$ cat config.mk
export PLATFORM = sky130hd
export DESIGN_NAME = rl_ras_err_log
export DESIGN_NICKNAME = d
export VERILOG_FILES = /design/src/rtl/rl_ras_err_log_pkg.sv /design/src/rtl/rl_ras_log_fifo.sv /design/src/rtl/rl_ras_err_log.sv
export SDC_FILE = /design/constraint.sdc
export NUM_CORES = 1
export LEC_CHECK = 0
export ABC_AREA = 0
export CAP_MARGIN = 20
export CORE_ASPECT_RATIO = 0.8
export CORE_UTILIZATION = 30
export DETAILED_ROUTE_END_ITERATION = 12
export PLACE_DENSITY = 0.56
export RECOVER_POWER = 25
export SKIP_LAST_GASP = 1
export SLEW_MARGIN = 20
export SYNTH_ARGS = -nofsm -noshare
export SYNTH_HDL_FRONTEND = slang
export SYNTH_SLANG_ARGS = --single-unit
$ cat constraint.sdc
create_clock -name clk -period 7.84 [get_ports clk]
set_clock_uncertainty 0.05 [all_clocks]
set_input_delay 1.568 -clock clk [delete_from_list [all_inputs] [get_ports clk]]
set_output_delay 1.568 -clock clk [all_outputs]
set_load 0.03 [all_outputs]
$ cat src/rtl/rl_ras_err_log_pkg.sv
// Shared RAS defines: ECC widths, error source ids, log entry type encoding.
package rl_ras_err_log_pkg;

  localparam int RAS_ECC_SYND_W = 8;
  localparam int RAS_ECC_ADDR_W = 20;

  localparam int NUM_SRC = 5;
  localparam int SRC_W   = 3;
  localparam int TYPE_W  = 2;

  localparam logic [SRC_W-1:0] SRC_ICCM0   = 3'd0;
  localparam logic [SRC_W-1:0] SRC_DCCM_EV = 3'd1;
  localparam logic [SRC_W-1:0] SRC_DCCM_OD = 3'd2;
  localparam logic [SRC_W-1:0] SRC_IC_TAG  = 3'd3;
  localparam logic [SRC_W-1:0] SRC_IC_DATA = 3'd4;

  typedef enum logic [TYPE_W-1:0] {
    RAS_T_NONE = 2'b00,
    RAS_T_SB   = 2'b01,
    RAS_T_DB   = 2'b10,
    RAS_T_ADDR = 2'b11
  } ras_type_e;

  // Address errors outrank double-bit, which outrank single-bit.
  function automatic ras_type_e ras_type_f(input logic addr_err, input logic db_err);
    if (addr_err)    return RAS_T_ADDR;
    else if (db_err) return RAS_T_DB;
    else             return RAS_T_SB;
  endfunction

  function automatic logic [SRC_W-1:0] ras_next_src(input logic [SRC_W-1:0] s);
    return (s == SRC_W'(NUM_SRC - 1)) ? '0 : s + SRC_W'(1);
  endfunction

endpackage

$ cat src/rtl/rl_ras_log_fifo.sv
// Small synchronous FIFO for RAS log entries; head is masked to zero when empty.
module rl_ras_log_fifo #(
  parameter int DEPTH = 4,
  parameter int WIDTH = 8
) (
  input  logic                     clk,
  input  logic                     rst_a,
  input  logic                     push_i,
  input  logic [WIDTH-1:0]         data_i,
  input  logic                     pop_i,
  output logic                     valid_o,
  output logic [WIDTH-1:0]         data_o,
  output logic [$clog2(DEPTH):0]   count_o,
  output logic                     full_o
);

  localparam int PTR_W = $clog2(DEPTH);
  localparam int CNT_W = PTR_W + 1;

  logic [WIDTH-1:0] mem_q [DEPTH];
  logic [PTR_W-1:0] wr_q, wr_d, rd_q, rd_d;
  logic [CNT_W-1:0] cnt_q, cnt_d;
  logic             push_ok, pop_ok;

  assign full_o  = (cnt_q == CNT_W'(DEPTH));
  assign valid_o = (cnt_q != '0);
  assign count_o = cnt_q;
  assign push_ok = push_i & ~full_o;
  assign pop_ok  = pop_i & valid_o;
  assign data_o  = valid_o ? mem_q[rd_q] : '0;

  always_comb begin
    wr_d  = push_ok ? wr_q + PTR_W'(1) : wr_q;
    rd_d  = pop_ok  ? rd_q + PTR_W'(1) : rd_q;
    cnt_d = cnt_q;
    unique case ({push_ok, pop_ok})
      2'b10:   cnt_d = cnt_q + CNT_W'(1);
      2'b01:   cnt_d = cnt_q - CNT_W'(1);
      default: cnt_d = cnt_q;
    endcase
  end

  always_ff @(posedge clk or negedge rst_a) begin
    if (!rst_a) begin
      wr_q  <= '0;
      rd_q  <= '0;
      cnt_q <= '0;
    end else begin
      wr_q  <= wr_d;
      rd_q  <= rd_d;
      cnt_q <= cnt_d;
    end
  end

  always_ff @(posedge clk) begin
    if (push_ok) mem_q[wr_q] <= data_i;
  end

endmodule

$ cat src/rtl/rl_ras_err_log.sv
// RAS error logger: per-source holding registers, round-robin drain into a log FIFO.
module rl_ras_err_log
  import rl_ras_err_log_pkg::*;
#(
  parameter int DEPTH  = 4,
  parameter int SYND_W = RAS_ECC_SYND_W,
  parameter int ADDR_W = RAS_ECC_ADDR_W
) (
  input  logic                        clk,
  input  logic                        rst_a,
  input  logic [NUM_SRC-1:0]          src_addr_err,
  input  logic [NUM_SRC-1:0]          src_sb_err,
  input  logic [NUM_SRC-1:0]          src_db_err,
  input  logic [NUM_SRC*SYND_W-1:0]   src_synd,
  input  logic [NUM_SRC*ADDR_W-1:0]   src_addr,
  output logic                        log_valid,
  input  logic                        log_ready,
  output logic [SRC_W-1:0]            log_src,
  output logic [TYPE_W-1:0]           log_type,
  output logic [SYND_W-1:0]           log_synd,
  output logic [ADDR_W-1:0]           log_addr,
  output logic [$clog2(DEPTH):0]      log_count,
  output logic                        log_ovf,
  input  logic                        ovf_clr,
  output logic                        hp_err
);

  localparam int ENT_W = SRC_W + TYPE_W + SYND_W + ADDR_W;

  logic [NUM_SRC-1:0] pend_q, pend_d, load, ev;
  ras_type_e          type_q [NUM_SRC];
  logic [SYND_W-1:0]  synd_q [NUM_SRC];
  logic [ADDR_W-1:0]  addr_q [NUM_SRC];
  logic [SRC_W-1:0]   rr_q, rr_d, win, cand;
  logic               win_vld, push, fifo_full, drop;
  logic               ovf_q, ovf_d, hp_q, hp_d;
  logic [ENT_W-1:0]   push_data, head_data;

  assign ev = src_addr_err | src_sb_err | src_db_err;

  // Round-robin search starting at rr_q; only the registered full flag gates the push.
  always_comb begin
    win_vld = 1'b0;
    win     = '0;
    cand    = '0;
    for (int k = 0; k < NUM_SRC; k++) begin
      cand = SRC_W'((int'(rr_q) + k) % NUM_SRC);
      if (!win_vld && pend_q[cand]) begin
        win_vld = 1'b1;
        win     = cand;
      end
    end
    push = win_vld & ~fifo_full;
    rr_d = push ? ras_next_src(win) : rr_q;
  end

  // A new event may replace an entry only when that entry is draining this cycle.
  always_comb begin
    pend_d = pend_q;
    load   = '0;
    drop   = 1'b0;
    hp_d   = 1'b0;
    for (int i = 0; i < NUM_SRC; i++) begin
      if (ev[i]) begin
        if (src_addr_err[i] || src_db_err[i]) hp_d = 1'b1;
        if (!pend_q[i] || (push && win == SRC_W'(i))) begin
          pend_d[i] = 1'b1;
          load[i]   = 1'b1;
        end else begin
          drop = 1'b1;
        end
      end else if (push && win == SRC_W'(i)) begin
        pend_d[i] = 1'b0;
      end
    end
    ovf_d = drop ? 1'b1 : (ovf_clr ? 1'b0 : ovf_q);
  end

  always_ff @(posedge clk or negedge rst_a) begin
    if (!rst_a) begin
      pend_q <= '0;
      rr_q   <= '0;
      ovf_q  <= 1'b0;
      hp_q   <= 1'b0;
    end else begin
      pend_q <= pend_d;
      rr_q   <= rr_d;
      ovf_q  <= ovf_d;
      hp_q   <= hp_d;
    end
  end

  always_ff @(posedge clk) begin
    for (int i = 0; i < NUM_SRC; i++) begin
      if (load[i]) begin
        type_q[i] <= ras_type_f(src_addr_err[i], src_db_err[i]);
        synd_q[i] <= src_synd[i*SYND_W +: SYND_W];
        addr_q[i] <= src_addr[i*ADDR_W +: ADDR_W];
      end
    end
  end

  assign push_data = {win, type_q[win], synd_q[win], addr_q[win]};

  rl_ras_log_fifo #(
    .DEPTH (DEPTH),
    .WIDTH (ENT_W)
  ) u_fifo (
    .clk     (clk),
    .rst_a   (rst_a),
    .push_i  (push),
    .data_i  (push_data),
    .pop_i   (log_ready),
    .valid_o (log_valid),
    .data_o  (head_data),
    .count_o (log_count),
    .full_o  (fifo_full)
  );

  assign {log_src, log_type, log_synd, log_addr} = head_data;
  assign log_ovf = ovf_q;
  assign hp_err  = hp_q;

endmodule

# Word level (Yosys, flattened, before mapping)

Memories as Yosys holds them, arrays and structs flattened.
Index checks and enable logic that the tools add are counted.

Equal/unequal tests: 12
Divide/modulo/power cells: 5
Bitwise operators: 6
$add $sub $neg: 9
Muxes and demuxes: 97
Magnitude comparators: 5
Reduce and logical (&&, ||, !) cells: 42

Operator list:

| kind                  | count |
|---|---|
| $mod 32x4->32 const B | 4 |
| $mux 1                | 69 |
| $mux 33               | 1 |
| $mod 4x4->32 const B  | 1 |
| $mux 2                | 15 |
| $lt 3x4->1 const B    | 5 |
| $mux 3                | 6 |
| $bmux 1 s3            | 5 |
| $reduce_bool 2->1     | 7 |
| $logic_or 1x1->1      | 10 |
| $ne 2x1->1 const B    | 5 |
| $or 5x5->5            | 2 |
| $reduce_and 2->1      | 5 |
| $logic_and 1x1->1     | 9 |
| $logic_not 1->1       | 9 |
| $add 3x2->4 const B   | 2 |
| $add 3x1->3 const B   | 2 |
| $eq 3x2->1 const B    | 2 |
| $eq 3x3->1 const B    | 2 |
| $pmux 3 s2            | 1 |
| $add 2x1->2 const B   | 2 |
| $add 3x1->4 const B   | 1 |
| $add 3x3->4 const B   | 1 |
| $and 1x1->1           | 3 |
| 7 further kinds       | 7 |

Word-level logic and storage cells: 191
Input port bits: 159
Memories: 4
Output and inout bits: 39
Memory bits (writable): 282
Register bits: 17

Memory list:

| memory       | words | bits a word | rd ports | clocked after memory_dff | wr ports | RTL line              | source |
|---|---|---|---|---|---|---|---|
| u_fifo.mem_q | 4     | 33          | 1        | 0                        | 1        | rl_ras_log_fifo.sv:20 | `logic [WIDTH-1:0] mem_q [DEPTH];` |
| addr_q       | 5     | 20          | 1        | 0                        | 5        | rl_ras_err_log.sv:33  | `logic [ADDR_W-1:0] addr_q [NUM_SRC];` |
| synd_q       | 5     | 8           | 1        | 0                        | 5        | rl_ras_err_log.sv:32  | `logic [SYND_W-1:0] synd_q [NUM_SRC];` |
| type_q       | 5     | 2           | 1        | 0                        | 5        | rl_ras_err_log.sv:31  | `ras_type_e type_q [NUM_SRC];` |

# Logic depth before layout (Yosys ltp)

Gate-level depths: netlist (run 1).

Word-level depth: 30
Mapped depth: 26
Mapped depth without buffers: 23

# Hierarchy

From an unflattened synthesis (run 1), not the netlist that was laid out.

Cells, all modules: 888
Area, all modules: 13824.5 um2

Modules (own cells, without submodules):

| module          | cells an instance | sequential area each (um2) | area an instance (um2) | instances |
|---|---|---|---|---|
| rl_ras_err_log  | 641               | 4754.6                     | 8371.8                 | 1 |
| rl_ras_log_fifo | 247               | 4139.0                     | 5452.7                 | 1 |

# Worst setup path before layout (run 1)

No wires, ideal clock.

Path kind: reg2reg
Start: reg rr_q[0]
End: mem addr_q[0][0] (netlist bit) (enable)
Setup slack: 0.771 ns
Cell stages (with the launch flop): 22
Data required time: 7.359 ns
Period minus slack after synthesis: 7.069 ns
Setup time: 0.431 ns
Buffers on the path: 1
Arrival: 6.588 ns
Cell sequence: dfrtp_1 clkinv_1 ha_1 xnor2_2 inv_1 ha_1 or2_2 o211ai_1 nand2_1 ha_1 nand2b_1 and3_1 a211o_1 or3_4 a21oi_4 nor4b_4 o311ai_1 a32o_1 buf_2 ha_1 nand3_1 a2bb2oi_1

RTL lines:

| what                   | RTL line             | source |
|---|---|---|
| start, declared        | rl_ras_err_log.sv:34 | `logic [SRC_W-1:0] rr_q, rr_d, win, cand;` |
| start signal, assigned | rl_ras_err_log.sv:87 | `rr_q <= rr_d;` |
| end, declared          | rl_ras_err_log.sv:33 |  |

==> results of run 1 <==
metal layers:
| metal | up-vias | GRT usage [%] | part of all wire (%) |
|---|---|---|---|
| li1 | 3802 | - | - |
| met1 | 4152 | 23.8 | 50 |
| met2 | 247 | 23.5 | 44 |
| met3 | 46 | 2.55 | 4.7 |
| met4 | 0 | 3.73 | 2.1 |
| met5 | - | 0 | 0 |
cells by family (layout without fill, tap and decap cells):
group	Yosys count	count (layout)
flops	299	299
simple gates	209	209
compound gates	152	152
mux	86	86
buf+inv	77	307
fa+ha+maj	32	32
xor+xnor	12	12
other cells	0	1
metrics by stage:
step	area [sq um]	util [%]	instances
floorplan	13800	-	867
global placement	16700	37.1	1646
detailed placement	16700	37.1	1646
CTS	17600	39.1	1699
global route	17600	39.2	1700
finish	17600	39.2	1701
worst paths after layout:
| kind | from | to | slack [ps] | depth (start not counted) |
|---|---|---|---|---|
| worst max register to register | rr_q[1]$_DFFE_PN0P_ | synd_q[0][3]$_DFFE_PP_ | 1320 | 22 |
| worst min-delay path | u_fifo.count_o[2]$_DFFE_PN0P_ | u_fifo.count_o[2]$_DFFE_PN0P_ | 460 | 1 |
| min in group asynchronous | rst_a | rr_q[1]$_DFFE_PN0P_ | 1230 | 1 |
| worst min register to register | u_fifo.count_o[2]$_DFFE_PN0P_ | u_fifo.count_o[2]$_DFFE_PN0P_ | 460 | 1 |
| max in group asynchronous | rst_a | u_fifo.rd_q[0]$_DFFE_PN0P_ | 5590 | 1 |
| worst max-delay path | rr_q[1]$_DFFE_PN0P_ | synd_q[0][3]$_DFFE_PP_ | 1320 | 22 |
layout make-up:
type | count | area (sq um)
Fill cell | 4174 | 27300
Clock inverter | 14 | 95.1
Timing Repair Buffer | 231 | 2320
Antenna cell | 1 | 2.50
Sequential cell | 299 | 8890
Multi-Input combinational cell | 491 | 4630
Inverter | 23 | 86.3
Tap cell | 603 | 754
Clock buffer | 39 | 806
worst max-delay path: stages (launching register included):
cell       delay, ps
dfrtp_1          560
inv_1            300
ha_1             390
xnor2_2          310
inv_1            130
ha_1             220
or2_2            300
o211ai_1         240
nand2_1          140
ha_1             200
nand2b_1         150
and3_1           180
a211o_1          340
or3_4            440
a21oi_4          200
nor4b_4           80
o211ai_1         300
a21bo_4          190
buf_4            450
ha_1             250
nand3_1          140
a2bb2oi_4        420
buf_4            250
flip-flops by register name, summed over array words and instances (netlist names):
register / flops
u_fifo.mem_q: 132
addr_q: 100
synd_q: 40
type_q: 10
pend_q: 5
rr_q: 3
u_fifo.count_o: 3
u_fifo.rd_q: 2
u_fifo.wr_q: 2
hp_err: 1
log_ovf: 1
placed cells by master (no fill, tap or decap), types with 7 or more instances in the layout:
cell,n
a211oi_2,30
a21oi_1,13
a221oi_2,28
and2_1,68
buf_4,27
clkbuf_1,9
clkbuf_16,31
clkdlybuf4s50_1,54
dfrtp_1,16
dlygate4sd3_1,142
edfxtp_1,282
ha_1,30
inv_1,22
mux2i_1,44
mux4_2,36
nand2_1,26
nand2b_1,14
nand3_1,8
nor2_1,45
o211ai_1,7
o21ai_0,14
or2_2,10
==> results.txt, run 1 <==
----------------------------------------------------
[Clock tree]
  Count of cells resized by post-cts repair ... 0
  Num CTS Buffers ... 30
  Clock latency at the later pin of the worst-skew pair ... 570 ps
  Num Clock Sinks ... 299
  Deepest level of the CTS H-tree ... 1
  Hold buffer count at CTS ... 0
  Buffers inserted by post-CTS timing repair ... 0
  CTS root buffer ... clkbuf_16
  Clock transition at path regs ... 70 ps
  Max clock buf depth ... 3
  CTS tree ... done

[Synth]
  Synth warn ... 0
  Most frequent cell after synthesis ... edfxtp_1
  Synthesized area per cell ... 15.9 sq um
  Most numerous cell types in the synthesized netlist ... 282 x edfxtp_1, 74 x and2_1, 45 x nor2_1
  Fraction of synthesis flops using an asynchronous set or reset pin ... 5.69%
  Combined area of all synthesized cells ... 13800 sq um
  Count of cell types in the netlist ... 82
  Register area share after synthesis ... 64.4%
  Gate Count Post-Synth ... 867
  Area fraction in compound gates after synthesis ... 10.9%
  Fraction of the mapped netlist area in adder cells ... 3.01%
  Post-synthesis sequential element count ... 299
  Multiplexer fraction of the synthesized cell area ... 9.57%
  Area fraction in and, or, nand and nor cells after synthesis ... 8.49%
  Predominant post-synthesis flop cell ... edfxtp_1
  Cell type with the highest aggregate area in the netlist ... edfxtp_1
  Share of the synthesized netlist area taken by xor and xnor gates ... 0.870%
  Post-synth EDFFs ... 282
  Combinational family with the most area after synthesis ... compound AO/OA/AOI/OAI gates
  Number of nets produced by synthesis ... 1058
  Cells taking the most area after synthesis ... edfxtp_1 61%, mux4_2 5.9%, and2_1 3.4%
  Share of the synthesized area in the top cell type ... 61.3%

[Global routing]
  Total global routing track utilization ... 15.8%
  Largest net degree at the start of global routing ... 37
  Overflow after GRT ... 0
  First-pass GRT wire length ... 54900 microns
  Number of antenna violations at the first check in global routing ... 4
  Vias in the first global route ... 8339

[Job]
  Maximum Capacitance Violations ... 0

[Critical path]
  Category of the worst setup path launch point ... register
  Worst endpoint data arrival time ... 6730 ps
  Capturing element type of the critical path ... register
  Start-to-end type of the worst setup path ... reg2reg
  CP Max Fanout ... 30
  Critical path data required time ... 8050 ps

[Detailed routing]
  Count of unresolved DRC violations after routing ... 0
  Final wirelength ... 37900 microns
  1st-iter DRT viols ... 676
  Avg WL per Cell ... 22.3 microns
  Vias post-DR ... 8247
  Detailed-router iteration count before antenna repair ... 5
  Antenna viol nets, final ... 0
  Drt via density ... 4.85

[Place]
  Weighted congestion reported at the end of routability-driven placement ... 0.889
  Half-perimeter wire length after detailed placement ... 27600 microns
  Port Buffers ... 197
  Post-Place Setup Slack ... 1300 ps

[Timing]
  Worst slew pin tran ... 1340 ps
  Post-route worst hold slack ... 458 ps
  Final-report hold violation count ... 0
  Timing-limited maximum frequency ... 153 MHz
  Final Cycle Share ... 83.2%
  Number of endpoints failing setup at the final stage ... 0
  Max-slew headroom ... 10.6%
  Final-report max-slew violation count ... 0
  Setup tns final ... 0 ps
  RSZ-0062 raised after global routing ... false
  Post-route minimum period ... 6520 ps
  Final setup margin ... 1320 ps

[Floorplan]
  Total number of placement rows ... 69
  Die X-Extent ... 242 microns
  Core Footprint ... 44900 sq um
  Top-level port count ... 198
  Die outline area ... 46900 sq um
  Initial core utilization ... 30.8%
  Die boundary height ... 194 microns

[Run status]
  Result of the run ... completed

[Finish]
  Area growth from synthesis to final layout ... 27.3%
  Post-layout net count ... 1267
  Fraction of layout cells with a size suffix above 1 ... 19.2%

[Hold path]
  Tightest Hold Check Type ... reg2reg

----------------------------------------------------
Power of run 1 is left out: the tool's default activity adds up to more than one toggle a clock period on the data nets, which glitch-free logic cannot reach.
==> inputs of run 2 (changes only) <==
clock period = 6.5 ns   (was 7.84 ns; I/O delays follow)
==> results.txt, run 2 (synthesized netlist as in run 1, its figures left out) <==
----------------------------------------------------
[Timing]
  Worst slew pin tran ... 1370 ps (+26.7 ps)
  Setup tns final ... 0 ps (unchanged)
  Final setup margin ... 480 ps (-839 ps)
  Final-report hold violation count ... 0 (unchanged)
  Post-route minimum period ... 6020 ps (-501 ps)
  Number of endpoints failing setup at the final stage ... 0 (unchanged)
  Timing-limited maximum frequency ... 166 MHz (+8.3%)
  Max-slew headroom ... 8.79% (-1.8 points)
  Final-report max-slew violation count ... 0 (unchanged)
  Final Cycle Share ... 92.6% (+9.4 points)
  RSZ-0062 raised after global routing ... false

[Floorplan]
  Die X-Extent ... 242 microns (unchanged)
  Core Footprint ... 44900 sq um (unchanged)
  Die boundary height ... 194 microns (unchanged)
  Top-level port count ... 198 (unchanged)
  Die outline area ... 46900 sq um (unchanged)
  Total number of placement rows ... 69 (unchanged)
  Initial core utilization ... 30.8% (unchanged)

[Place]
  Half-perimeter wire length after detailed placement ... 27800 microns (+0.80%)
  Port Buffers ... 197 (unchanged)
  Post-Place Setup Slack ... 498 ps (-800 ps)
  Weighted congestion reported at the end of routability-driven placement ... 0.864 (-2.8%)

[Clock tree]
  Num Clock Sinks ... 299 (unchanged)
  CTS root buffer ... clkbuf_16
  Count of cells resized by post-cts repair ... 0 (unchanged)
  Deepest level of the CTS H-tree ... 2 (+1)
  Hold buffer count at CTS ... 0 (unchanged)
  CTS tree ... done
  Clock transition at path regs ... 60 ps (about the same)
  Num CTS Buffers ... 36 (+20%)
  Clock latency at the later pin of the worst-skew pair ... 520 ps (-50 ps)
  Buffers inserted by post-CTS timing repair ... 0 (unchanged)
  Max clock buf depth ... 3 (unchanged)

[Finish]
  Most common cell after layout, fill and taps aside ... edfxtp_1
  Highest-count cells in the layout ignoring fill and taps ... 282 x edfxtp_1, 142 x dlygate4sd3_1, 68 x and2_1
  Post-Route Utilization ... 39.5% (+0.37 points)
  Biggest regs ... u_fifo.mem_q (132), addr_q (100), synd_q (40)
  Register containing the most flip-flops in the final layout ... u_fifo.mem_q
  Area growth from synthesis to final layout ... 28.5%
  Number of flip-flops in the largest register ... 132 (unchanged)
  Post-layout net count ... 1266 (-0.079%)
  Fraction of layout cells with a size suffix above 1 ... 19.9% (+0.67 points)
  Layout fillers ... 4166 (-0.19%)

[Critical path]
  Dominant cell type by count on the critical path ... ha_1
  Category of the worst setup path launch point ... register
  Standard cell with the maximum stage delay on the critical path ... dfrtp_1
  Start-to-end type of the worst setup path ... reg2reg
  Capturing element type of the critical path ... register
  CP Max Fanout ... 30 (unchanged)
  Worst path max stage delay ... 560 ps (about the same)
  CP Cell Sequence ... inv_1 > ha_1 > xnor2_2 > inv_1 > ha_1 > or2_2 > o211ai_1 > nand2_1 > ha_1 > nand2b_1 > and3_1 > a211o_1 > or3_4 > o311ai_2 > a22o_1 > o211ai_1 > a21bo_4 > inv_1 > ha_1 > nand3_1 > a21oi_4 > buf_4
  Critical path data required time ... 6600 ps (-1450 ps)
  Worst endpoint data arrival time ... 6120 ps (-610 ps)

[Global routing]
  First-pass GRT wire length ... 56600 microns (+3.2%)
  Total global routing track utilization ... 16.4% (+0.60 points)
  Overflow after GRT ... 0 (unchanged)
  Number of antenna violations at the first check in global routing ... 7 (+3)
  Vias in the first global route ... 8329 (-0.12%)
  Largest net degree at the start of global routing ... 50 (+35%)

[Detailed routing]
  Count of unresolved DRC violations after routing ... 0 (unchanged)
  Detailed-router iteration count before antenna repair ... 5 (unchanged)
  1st-iter DRT viols ... 620 (-8.3%)
  Avg WL per Cell ... 22.9 microns (+2.6%)
  Final wirelength ... 38900 microns (+2.8%)
  Vias post-DR ... 8300 (+0.64%)
  Antenna viol nets, final ... 0 (unchanged)
  Drt via density ... 4.87 (+0.47%)

[Run status]
  Result of the run ... completed

[Job]
  Maximum Capacitance Violations ... 0 (unchanged)

[Hold path]
  Tightest Hold Check Type ... reg2reg

----------------------------------------------------
[run 2: through the flow]
step | hold slack, ps | instance area (sq um) | std cells
2_1_floorplan | 530 | 13800 | 867
3_3_place_gp | 470 | 16600 | 1640
3_5_place_dp | 485 | 16600 | 1640
4_1_cts | 496 | 17700 | 1703
5_1_grt | 523 | 17700 | 1703
6_report | 487 | 17700 | 1704
[run 2: critical path: cells and delay by family (launching register included)]
kind | cells | cell delay (ps)
compound gates | 7 | 1680
xor+xnor | 1 | 150
fa+ha+maj | 4 | 890
buf+inv | 4 | 900
flops | 1 | 560
simple gates | 6 | 1390
[run 2: cell type report]
type	instances	area (sq um)	area share, %
clock inverter	21	241	1.36
multi-input combinational	491	4630	26.1
inverter	23	86.3	0.486
tap	603	754	4.25
timing repair buffer	224	2210	12.4
sequential	299	8900	50.1
antenna	1	2.50	0.0141
clock buffer	42	933	5.26
[run 2: path summary, 6_finish.rpt]
path	from	end	slack, ps	depth (start not counted)
min reg2reg	u_fifo.count_o[0]$_DFFE_PN0P_	u_fifo.count_o[0]$_DFFE_PN0P_	490	1
max	rr_q[1]$_DFFE_PN0P_	addr_q[1][4]$_DFFE_PP_	480	22
min	u_fifo.count_o[0]$_DFFE_PN0P_	u_fifo.count_o[0]$_DFFE_PN0P_	490	1
max reg2reg	rr_q[1]$_DFFE_PN0P_	addr_q[1][4]$_DFFE_PP_	480	22
max in group asynchronous	rst_a	u_fifo.rd_q[0]$_DFFE_PN0P_	4450	1
min in group asynchronous	rst_a	rr_q[2]$_DFFE_PN0P_	1020	1
[run 2: layer usage]
layer	up-vias	share of wire, %	global-route usage (%)
met3	54	5.3	2.88
met4	2	1.8	3.70
li1	3816	-	-
met5	-	0.026	0
met1	4167	50	25.0
met2	261	43	24.0
Power of run 2 is left out for the same reason.
==> inputs of run 3 (changes only) <==
REMOVE_ABC_BUFFERS = 1   (was unset)
==> results.txt, run 3 (synthesized netlist as in run 1, its figures left out) <==
----------------------------------------------------
[Run status]
  Result of the run ... completed

[Place]
  Weighted congestion reported at the end of routability-driven placement ... 0.816 (-5.6%)
  Half-perimeter wire length after detailed placement ... 26700 microns (-4.0%)
  Port Buffers ... 197 (unchanged)
  Number of placed cells counting well taps ... 1645 (+0.30%)

[Clock tree]
  Buffers inserted by post-CTS timing repair ... 0 (unchanged)
  Clock latency at the later pin of the worst-skew pair ... 550 ps (+30 ps)
  CTS root buffer ... clkbuf_16
  Deepest level of the CTS H-tree ... 1 (-1)
  Clock transition at path regs ... 60 ps (about the same)
  Num CTS Buffers ... 29 (-19%)
  Max clock buf depth ... 3 (unchanged)
  Num Clock Sinks ... 299 (unchanged)
  CTS tree ... done
  Hold buffer count at CTS ... 0 (unchanged)
  Count of cells resized by post-cts repair ... 0 (unchanged)

[Detailed routing]
  Count of unresolved DRC violations after routing ... 0 (unchanged)
  Antenna viol nets, final ... 0 (unchanged)
  Avg WL per Cell ... 21.7 microns (-4.9%)
  Detailed-router iteration count before antenna repair ... 5 (unchanged)
  Drt via density ... 4.84 (-0.57%)
  Vias post-DR ... 8224 (-0.92%)
  Final wirelength ... 36900 microns (-5.2%)
  1st-iter DRT viols ... 564 (-9.0%)

[Timing]
  Worst slew pin tran ... 975 ps (-393 ps)
  Final Cycle Share ... 92.3% (-0.29 points)
  Final-report max-slew violation count ... 0 (unchanged)
  Final-report hold violation count ... 0 (unchanged)
  Max-slew headroom ... 35.0% (+26 points)
  Number of endpoints failing setup at the final stage ... 0 (unchanged)
  Post-route minimum period ... 6000 ps (-18.6 ps)
  RSZ-0062 raised after global routing ... false
  Timing-limited maximum frequency ... 167 MHz (+0.31%)

[Global routing]
  Vias in the first global route ... 8281 (-0.58%)
  Number of antenna violations at the first check in global routing ... 7 (unchanged)
  Overflow after GRT ... 0 (unchanged)
  Largest net degree at the start of global routing ... 37 (-26%)
  Total global routing track utilization ... 15.5% (-0.83 points)
  First-pass GRT wire length ... 54600 microns (-3.6%)

[Critical path]
  Critical path data required time ... 6630 ps (+30 ps)
  CP Max Fanout ... 30 (unchanged)
  Category of the worst setup path launch point ... register
  Capturing element type of the critical path ... register
  Start-to-end type of the worst setup path ... reg2reg
  Worst endpoint data arrival time ... 6140 ps (+20 ps)

[Finish]
  Sequential cell area in the final layout ... 8890 sq um (about the same)
  Non-filler cells in the finished layout ... 1698 (-0.35%)
  Fraction of layout cells with a size suffix above 1 ... 18.2% (-1.7 points)
  Layout fillers ... 4241 (+1.8%)
  Post-layout net count ... 1264 (-0.16%)
  Count of antenna diodes in the layout ... 0 (-1)
  Multi-input gate area ... 4620 sq um (-0.16%)
  Number of flip-flops in the largest register ... 132 (unchanged)
  Most common cell after layout, fill and taps aside ... edfxtp_1
  Register containing the most flip-flops in the final layout ... u_fifo.mem_q
  Biggest regs ... u_fifo.mem_q (132), addr_q (100), synd_q (40)
  Area growth from synthesis to final layout ... 26.5%
  Highest-count cells in the layout ignoring fill and taps ... 282 x edfxtp_1, 147 x dlygate4sd3_1, 72 x and2_1

[Floorplan]
  Initial core utilization ... 30.8% (unchanged)
  Die boundary height ... 194 microns (unchanged)
  Core Footprint ... 44900 sq um (unchanged)
  Die X-Extent ... 242 microns (unchanged)
  Top-level port count ... 198 (unchanged)
  Die outline area ... 46900 sq um (unchanged)
  Total number of placement rows ... 69 (unchanged)

[Hold path]
  Tightest Hold Check Type ... reg2reg

[Job]
  Maximum Capacitance Violations ... 0 (unchanged)

----------------------------------------------------
## run 3: cell types whose count changed in the layout (fill, tap and decap cells not counted), sizes merged
cell           change
clkbuf             -7
buf                +5
dlygate4sd3        +5
clkdlybuf4s50      -4
bufinv             -3
inv                -3
clkinv             +2
diode              -1
## run 3: through the flow
step / worst slack [ps] / hold slack, ps / utilization (%) / area, sq um / setup TNS (ps)
floorplan: -3200 / 528 / - / 13500 / -605460
global placement: 649 / 489 / 37.0 / 16600 / 0
detailed placement: 539 / 474 / 37.0 / 16600 / 0
CTS: 511 / 483 / 38.9 / 17500 / 0
global route: 138 / 508 / 38.9 / 17500 / 0
finish: 498 / 483 / 38.9 / 17500 / 0
## run 3: path summary, 6_finish.rpt
kind,startpoint,end,slack [ps],cells past startpoint
min in group asynchronous,rst_a,rr_q[2]$_DFFE_PN0P_,1290,1
max in group asynchronous,rst_a,u_fifo.rd_q[0]$_DFFE_PN0P_,4480,1
worst min register to register,u_fifo.count_o[0]$_DFFE_PN0P_,u_fifo.count_o[0]$_DFFE_PN0P_,480,1
worst max-delay path,rr_q[1]$_DFFE_PN0P_,addr_q[3][1]$_DFFE_PP_,500,23
worst min-delay path,u_fifo.count_o[0]$_DFFE_PN0P_,u_fifo.count_o[0]$_DFFE_PN0P_,480,1
worst max register to register,rr_q[1]$_DFFE_PN0P_,addr_q[3][1]$_DFFE_PP_,500,23
## run 3: layout make-up
class | count | area share (%)
clock buffers | 36 | 4.30
clock inverters | 17 | 0.580
inverters | 23 | 0.494
multi-input cells | 491 | 26.4
flip-flops and latches | 299 | 50.9
well taps | 603 | 4.32
repair buffers | 229 | 12.9
## run 3: layer usage
metal	vias to the layer above	GRT usage, %	share of wire [%]
met5	-	0	0
met4	0	2.91	1.7
met3	45	1.95	4.6
met2	253	23.4	44
met1	4135	23.9	50
li1	3791	-	-
## run 3: worst max-delay path: stages (launching register included)
cell and delay (ps):
dfrtp_1 570, inv_1 150, ha_1 250, xnor2_2 170
inv_1 100, ha_1 210, or2_2 310, o211ai_1 300
nand2_1 160, ha_1 220, nand2b_1 160, and3_1 190
a211o_1 330, or3_4 430, o311ai_2 260, a22o_1 190
o211ai_1 130, a21bo_4 270, inv_1 180, ha_1 180
ha_1 140, nand2_1 110, a21oi_4 160, buf_4 410
Power of run 3 is left out for the same reason.
